$ cat config.mk
export PLATFORM = sky130hd
export DESIGN_NAME = atm_pin_entry
export DESIGN_NICKNAME = d
export VERILOG_FILES = /design/src/rtl/atm_pin_entry.sv
export SDC_FILE = /design/constraint.sdc
export NUM_CORES = 1
export LEC_CHECK = 0
export BUFFER_PORTS_ARGS = -buffer_cell sky130_fd_sc_hd__clkbuf_2
export CORE_ASPECT_RATIO = 0.5
export CORE_MARGIN = 3
export CORE_UTILIZATION = 51
export CTS_BUF_LIST = sky130_fd_sc_hd__clkbuf_16
export DETAILED_ROUTE_END_ITERATION = 12
export GPL_TIMING_DRIVEN = 0
export MAX_ROUTING_LAYER = met4
export PLACE_DENSITY = 0.76
export SETUP_SLACK_MARGIN = 0.3
export SKIP_LAST_GASP = 1
export SLEW_MARGIN = 20
export SYNTH_ARGS = -nofsm -noshare
export SYNTH_HDL_FRONTEND = slang
export SYNTH_SLANG_ARGS = --single-unit
$ cat constraint.sdc
create_clock -name clk -period 1.7 [get_ports clk]
set_input_delay 0.085 -clock clk [delete_from_list [all_inputs] [get_ports clk]]
set_output_delay 0.085 -clock clk [all_outputs]
set_load 0.02 [all_outputs]
$ cat src/rtl/atm_pin_entry.sv
// atm_pin_entry
//   Keypad-side PIN collector/verifier. Turns debounced keypad strobes into the
//   E (entry evaluated) and V (PIN verified) inputs of the main ATM FSM, counts
//   wrong attempts and locks the session after MAX_TRIES failures.
// Ports
//   clk, rst_n      rising-edge clock, async active-low reset
//   card_in         card present; low forces IDLE and clears the session
//   key_valid/key_digit, key_enter, key_clear   one-cycle keypad strobes
//   session_done    main FSM finished the transaction (leaves PASS)
//   pin_ref         stored PIN, MS digit in top nibble, sampled in CHECK
//   pin_e           1-cycle pulse in the first cycle after CHECK
//   pin_v           high while in PASS
//   lockout         high while in LOCK
//   timeout         1-cycle pulse when COLLECT times out
//   tries           wrong attempts this session (saturating)
//   digit_cnt       digits currently buffered
module atm_pin_entry #(
  parameter int PIN_DIGITS  = 4,
  parameter int MAX_TRIES   = 3,
  parameter int TIMEOUT_CYC = 1000
) (
  input  logic                             clk,
  input  logic                             rst_n,
  input  logic                             card_in,
  input  logic                             key_valid,
  input  logic [3:0]                       key_digit,
  input  logic                             key_enter,
  input  logic                             key_clear,
  input  logic                             session_done,
  input  logic [4*PIN_DIGITS-1:0]          pin_ref,
  output logic                             pin_e,
  output logic                             pin_v,
  output logic                             lockout,
  output logic                             timeout,
  output logic [$clog2(MAX_TRIES+1)-1:0]   tries,
  output logic [$clog2(PIN_DIGITS+1)-1:0]  digit_cnt
);
  localparam int BW = 4*PIN_DIGITS;
  localparam int TW = $clog2(MAX_TRIES+1);
  localparam int CW = $clog2(PIN_DIGITS+1);
  localparam int IW = $clog2(TIMEOUT_CYC);

  typedef enum logic [2:0] {
    S_IDLE, S_COLLECT, S_CHECK, S_FAIL, S_PASS, S_LOCK
  } state_t;

  state_t          state_q, state_n;
  logic [BW-1:0]   buf_q, buf_n;
  logic [CW-1:0]   cnt_q, cnt_n;
  logic [TW-1:0]   tries_q, tries_n;
  logic [IW-1:0]   idle_q, idle_n;
  // Set by a timeout: the card must be pulled and reinserted before a new
  // session may start, otherwise IDLE would re-enter COLLECT immediately.
  logic            hold_q, hold_n;
  logic            e_n, to_n;
  logic            any_key;

  assign any_key = key_valid | key_enter | key_clear;

  always_comb begin
    state_n = state_q;
    buf_n   = buf_q;
    cnt_n   = cnt_q;
    tries_n = tries_q;
    idle_n  = idle_q;
    hold_n  = hold_q;
    e_n     = 1'b0;
    to_n    = 1'b0;
    if (!card_in) begin
      state_n = S_IDLE;
      buf_n   = '0;
      cnt_n   = '0;
      tries_n = '0;
      idle_n  = '0;
      hold_n  = 1'b0;
    end else begin
      case (state_q)
        S_IDLE: if (!hold_q) begin
          state_n = S_COLLECT;
          buf_n   = '0;
          cnt_n   = '0;
          tries_n = '0;
          idle_n  = '0;
        end
        S_COLLECT: begin
          if (key_clear) begin
            buf_n = '0;
            cnt_n = '0;
          end else if (key_enter) begin
            if (cnt_q == CW'(PIN_DIGITS)) state_n = S_CHECK;
          end else if (key_valid && key_digit <= 4'd9 && cnt_q < CW'(PIN_DIGITS)) begin
            buf_n = (buf_q << 4) | BW'(key_digit);
            cnt_n = cnt_q + CW'(1);
          end
          // Any strobe, even an ignored one, counts as activity.
          if (any_key) begin
            idle_n = '0;
          end else if (idle_q == IW'(TIMEOUT_CYC-1)) begin
            to_n    = 1'b1;
            state_n = S_IDLE;
            buf_n   = '0;
            cnt_n   = '0;
            tries_n = '0;
            idle_n  = '0;
            hold_n  = 1'b1;
          end else begin
            idle_n = idle_q + IW'(1);
          end
        end
        S_CHECK: begin
          e_n = 1'b1;
          if (buf_q == pin_ref) begin
            state_n = S_PASS;
          end else begin
            if (tries_q < TW'(MAX_TRIES)) tries_n = tries_q + TW'(1);
            state_n = (tries_q + TW'(1) >= TW'(MAX_TRIES)) ? S_LOCK : S_FAIL;
          end
        end
        S_FAIL: begin
          state_n = S_COLLECT;
          buf_n   = '0;
          cnt_n   = '0;
          idle_n  = '0;
        end
        S_PASS:  if (session_done) state_n = S_IDLE;
        S_LOCK:  state_n = S_LOCK;
        default: state_n = S_IDLE;
      endcase
    end
  end

  always_ff @(posedge clk or negedge rst_n) begin
    if (!rst_n) begin
      state_q <= S_IDLE;
      buf_q   <= '0;
      cnt_q   <= '0;
      tries_q <= '0;
      idle_q  <= '0;
      hold_q  <= 1'b0;
      pin_e   <= 1'b0;
      pin_v   <= 1'b0;
      lockout <= 1'b0;
      timeout <= 1'b0;
    end else begin
      state_q <= state_n;
      buf_q   <= buf_n;
      cnt_q   <= cnt_n;
      tries_q <= tries_n;
      idle_q  <= idle_n;
      hold_q  <= hold_n;
      pin_e   <= e_n;
      pin_v   <= (state_n == S_PASS);
      lockout <= (state_n == S_LOCK);
      timeout <= to_n;
    end
  end

  assign tries     = tries_q;
  assign digit_cnt = cnt_q;

endmodule

==> impl_metrics.yaml, run 1 <==
synthesis:
  syn_inst: 211
  syn_area_per_cell_um2: 10.4
  synth_enable_flop_cells: 0
  seq_area_frac_synth_pct: 44.3
  synthDistinctLibCells: 45
  syn-cell-area_um2: 2200
  yosys.area.top_type: "dfrtp_1"
  synth_area_leaders: "dfrtp_1, mux2i_1, xor2_1"
  synth_ff_type: "dfrtp_1"
  yosysTopAreaCellShare_pct: 44.3
  async_flop_share_pct: 100
  synth_nets: 243
  synth-seq-cells: 39
  synth-warning-count: 0
timing:
  drv_slew: 0
  period_minus_slack_ns: 1.79
  period_share_pct: 105
  setup_viol_count_final: 18
  tightest_slew_ns: 0.888
  final_hold_viol_count: 0
  slew_headroom_pct: 40.8
  max_freq_mhz: 559
  worst_slack_ns: -0.0882
  finClkSkew_ns: 0.00585
  grt_setup_unrepaired: "yes"
finish:
  insertedDiodeCount: 0
  drive_above_1_share_pct: 43.0
  regArea_um2: 976
  synthToLayoutAreaGrowth_pct: 41.1
  layout_common_cells: "dfrtp_1, clkbuf_2, nor2_1"
  final_nets: 317
  final_common_cell: "dfrtp_1"
  num-fill-cells: 241
  multi_input_comb_area_um2: 1310
  final_core_util_pct: 77.2
  stdcell_area_um2: 3110
  final_cells: 340
global_route:
  grt_usage_pct: 23.3
  use_met3_pct: 4.78
  grt_max_degree: 40
  grt_first_pass_wirelength_mm: 9.03
  gr-usage-met2_pct: 40.7
  grt-busiest-layer: "met2"
  antenna_found_initial: 0
  grt_pass1_vias: 1925
  use_met1_pct: 27.1
  grt_overflow: 0
power_and_ir_drop:
  ir_worst_vdd_mv: 0.416
  swShare_pct: 24.6
  p_leak_nw: 1.43
  power_frac_seq_pct: 44.8
  p_sw_uw: 512
  p_clk_share_pct: 45.2
  powerDensity_nw_per_um2: 670
  intPower_mw: 1.57
  combPwrFrac_pct: 9.9
  power_mw: 2.08
clocking:
  root_buffer: "clkbuf_16"
  insertion_delay_ns: 0.29
  numCtsBuffers: 5
  cts_max_path_buffers: 2
  cts.sink_count: 39
  clk_pin_slew_worst_paths_ns: 0.06
  cts.htree.levels: 2
  cts_tree: "yes"
hold_path:
  min_path_type: "input pin to flip-flop"
floorplanning:
  dieHeight_um: 52.5
  core-area_um2: 4020
  start_util_pct: 54.7
  chipWidth_um: 98.9
  ioPinCount: 36
  die_area_um2: 5190
  rows: 16
setup_path:
  cp_cell_sequence: "clkbuf_8 -> o21ba_1 -> o21a_4 -> nor3_4 -> buf_6 -> buf_12 -> mux2i_1 -> nor2_1"
  max_stage_delay_ns: 0.37
  start_kind: "flip-flop"
  worstPathRequired_ns: 1.88
  cp_max_fo: 7
  cp-end-kind: "flip-flop"
  critical_path.slowest_cell: "dfrtp_1"
  path_class: "flip-flop to flip-flop"
  crit_arrival_ns: 1.97
  reg2reg_slack_ns: -0.09
drt:
  avgViaCountPerCell: 5.63
  wirelength_mm: 5.63
  drt-initial-drc-count: 73
  vias: 1913
  avgRoutedWirePerCell_um: 16.6
  ant_nets: 0
  drc: 0
  drtPass1Iterations: 4
status:
  status: "finished, violations left"
  failed_checks: "setup timing"
flow_run:
  cap_violations: 0
placement:
  placed_cell_area_um2: 2460
  hpwl_mm: 3.24
  gp_congestion: 0.754
  placedCellCount: 300
  dp_slack_ns: -0.313
  portBuffers: 35
==> synthesized netlist by cell type, types with 2 or more instances <==
library cell,instances
and3_1,3
a22o_1,2
a21oi_1,5
o21ai_0,15
ha_1,5
a21boi_0,2
dfrtp_1,39
nor2_1,27
mux2i_1,19
nand2_1,13
nand3_1,3
nor4_1,4
o31ai_1,4
nand4_1,3
nor3b_1,4
and3_2,2
inv_1,6
nor3_1,7
clkbuf_8,2
nor3_4,2
xor2_1,16
nand3b_1,3
buf_6,3
==> flip-flops by register name (all words and copies together), names as in the netlist <==
register,flops
lockout,1
digit_cnt,3
hold_q,1
pin_e,1
state_q,3
tries,2
pin_v,1
idle_q,10
timeout,1
buf_q,16
==> repair_timing <==
item / in CTS / in global routing
hold buffers: 1 / 0
setup endpoints to repair: 38 / 39
hold endpoints to repair: 39 / 0
setup buffers: 23 / 6
cloned: 2 / 0
gates resized for setup: 37 / 23
pin swaps: 14 / 18
==> through the flow <==
stage               setup TNS [ns]  hold slack, ns
floorplan                   -0.300          -0.211
detailed placement           -5.07           0.304
global route                 -2.26          0.0774
global placement             -3.85           0.279
CTS                         -0.113          0.0542
finish                      -0.483          0.0533
==> layout make-up <==
class                   instances  share of cell area (%)
clock inverters                 3                   0.644
inverters                       6                   0.725
clock buffers                   5                    4.03
repair buffers                 67                    15.5
well taps                      54                    2.17
flip-flops and latches         39                    31.4
plain buffers                   8                    3.22
multi-input cells             158                    42.3
==> cells by family (layout without fill, tap and decap cells) <==
logic type / after synthesis / count (layout) / synth area share, %
buf+inv: 14 / 89 / 4.89
compound gates: 36 / 36 / 11.6
simple gates: 81 / 81 / 20.9
mux: 19 / 19 / 8.64
fa+ha+maj: 5 / 5 / 2.84
xor+xnor: 17 / 17 / 6.76
flops: 39 / 39 / 44.3
==> layer usage <==
metal / wire (um) / up-vias / share of wire, %
li1: - / 900 / -
met1: 2450 / 925 / 44
met2: 2790 / 67 / 50
met3: 233 / 21 / 4.1
met4: 152 / 0 / 2.7
met5: 0 / - / 0
==> power by group through the flow <==
stage	combinational [mW]	clock, mW	sequential, mW
finish	0.207	0.942	0.934
global route	0.225	0.996	0.934
CTS	0.199	0.946	0.934
detailed placement	0.157	0	0.951
global placement	0.154	0	0.951
floorplan	0.0861	0	0.951
==> critical path, delay by kind of cell, from the launching register on <==
kind	cells	cell delay, ns
buf+inv	3	0.45
compound gates	2	0.43
flops	1	0.37
mux	1	0.22
simple gates	2	0.20
==> worst paths after layout <==
kind,cells past startpoint,startpoint,end
max reg2reg,8,state_q[1],buf_q[1]
min,3,key_digit[0],buf_q[0]
min reg2reg,1,idle_q[9],idle_q[9]
min in group asynchronous,2,rst_n,idle_q[6]
max,8,state_q[1],buf_q[1]
max in group asynchronous,2,rst_n,lockout
Power figures use the tool's default switching activity.
==> run 2: changes to the inputs <==
- CORE_ASPECT_RATIO: 0.5 -> 1.25
- SETUP_SLACK_MARGIN: 0.3 -> default
==> run 2 against run 1 <==
The flow finishes with violations (hold timing, setup timing). Die area is 0.83% lower. Worst setup slack better by 0.028 ns. Clock skew hardly changed. First-iteration DRC count is 86% higher. Cell area is 3.1% lower.
==> impl_metrics.yaml, run 2 (synthesis results as in run 1) <==
setup_path:
  crit_arrival_ns: 1.93
  crit_path_frequent_cell: "buf_6"
  reg2reg_slack_ns: -0.06
  path_class: "flip-flop to flip-flop"
  cp_cell_sequence: "o21ba_4 -> o21a_4 -> nor3_4 -> buf_6 -> buf_6 -> buf_6 -> mux2i_2 -> nor2_1"
  path_buf_inv: 3
  crit_family: "compound AO/OA/AOI/OAI gates"
  max_stage_delay_ns: 0.42
  cp-end-kind: "flip-flop"
  start_kind: "flip-flop"
  critical_path.slowest_cell: "dfrtp_1"
  cp_max_fo: 4
  worstPathRequired_ns: 1.87
placement:
  placedCellCount: 302
  portBuffers: 35
  dp_slack_ns: -0.333
  gp_congestion: 0.864
  hpwl_mm: 3.22
  placed_cell_area_um2: 2450
floorplanning:
  rows: 26
  dieHeight_um: 79.5
  ioPinCount: 36
  chipWidth_um: 64.8
  start_util_pct: 53.3
  core-area_um2: 4130
  die_area_um2: 5150
flow_run:
  cap_violations: 0
finish:
  largest_reg_flops: 16
  drive_above_1_share_pct: 38.5
  largest_register: "buf_q"
  final_nets: 314
  synthToLayoutAreaGrowth_pct: 36.7
  final_core_util_pct: 72.9
  insertedDiodeCount: 0
  final_common_cell: "dfrtp_1"
  layout_common_cells: "dfrtp_1, clkbuf_2, nor2_1"
  final_cells: 339
  reg_top3: "buf_q x16, idle_q x10"
  stdcell_area_um2: 3010
clocking:
  cts_max_path_buffers: 2
  cts.sink_count: 39
  clk_pin_slew_worst_paths_ns: 0.06
  root_buffer: "clkbuf_16"
  numCtsBuffers: 5
  ctsHoldBuffers: 0
  cts_tree: "yes"
  insertion_delay_ns: 0.28
  cts.htree.levels: 2
status:
  status: "finished, violations left"
  failed_checks: "hold timing, setup timing"
power_and_ir_drop:
  p_leak_nw: 1.40
  ir_worst_vdd_mv: 0.562
  power_mw: 2.21
  powerDensity_nw_per_um2: 735
timing:
  worst_slack_ns: -0.0606
  max_freq_mhz: 568
  setup_viol_count_final: 20
  finClkSkew_ns: 0.00632
  drv_slew: 0
  period_minus_slack_ns: 1.76
  hold_slack_ns: -0.0397
  setup_tns_ns: -0.461
  grt_setup_unrepaired: "yes"
  final_hold_viol_count: 39
  slew_headroom_pct: 33.4
  period_share_pct: 104
  tightest_slew_ns: 0.999
global_route:
  grt_max_degree: 40
  grt_usage_pct: 23.7
  grt_first_pass_wirelength_mm: 9.11
  grt_overflow: 0
  grt_pass1_vias: 1919
  antenna_found_initial: 0
hold_path:
  min_path_type: "input pin to async pin"
drt:
  vias: 1931
  avgViaCountPerCell: 5.70
  drt-initial-drc-count: 136
  drc: 0
  wirelength_mm: 5.84
  drtPass1Iterations: 4
  avgRoutedWirePerCell_um: 17.2
  ant_nets: 0
[run 2: layout make-up]
type | instances | area, um^2
Sequential cell | 39 | 976
Buffer | 6 | 61.3
Tap cell | 56 | 70.1
Fill cell | 286 | 1120
Timing Repair Buffer | 66 | 490
Inverter | 6 | 22.5
Clock buffer | 5 | 125
Clock inverter | 3 | 38.8
Multi-Input combinational cell | 158 | 1230
[run 2: repair_timing]
action / 4_1_cts / 5_1_grt
cloned: 2 / 0
buffers inserted: 22 / 7
resized for setup: 13 / 27
endpoints found under the setup margin: 34 / 34
pin swaps: 10 / 18
[run 2: power by group]
group          total, mW  switching, mW  internal (mW)
registers          0.934        0.00233          0.932
clock network       1.05          0.369          0.684
logic              0.224          0.114          0.110
[run 2: worst reg2reg max path, delay by kind of cell, from the launching register on]
kind	cells	cell delay [ns]
AO/OA/AOI/OAI	2	0.44
AND/OR/NAND/NOR	2	0.24
multiplexers	1	0.20
flip-flops	1	0.42
buffers and inverters	3	0.36
[run 2: per-layer routing]
layer	GRT usage [%]	up-vias	part of all wire [%]	wire length, um
li1	-	894	-	-
met1	28.1	945	40	2360
met2	38.7	70	51	3010
met3	4.79	22	4.7	273
met4	11.0	0	3.4	198
met5	-	-	0	0
[run 2: path summary, 6_finish.rpt]
| path | start | end | depth (start not counted) |
|---|---|---|---|
| max | hold_q | buf_q[13] | 8 |
| min | rst_n | tries[1] | 1 |
| max reg2reg | hold_q | buf_q[13] | 8 |
| min reg2reg | idle_q[9] | idle_q[9] | 1 |
| max in group asynchronous | rst_n | digit_cnt[0] | 1 |
| min in group clk | key_digit[1] | buf_q[1] | 3 |
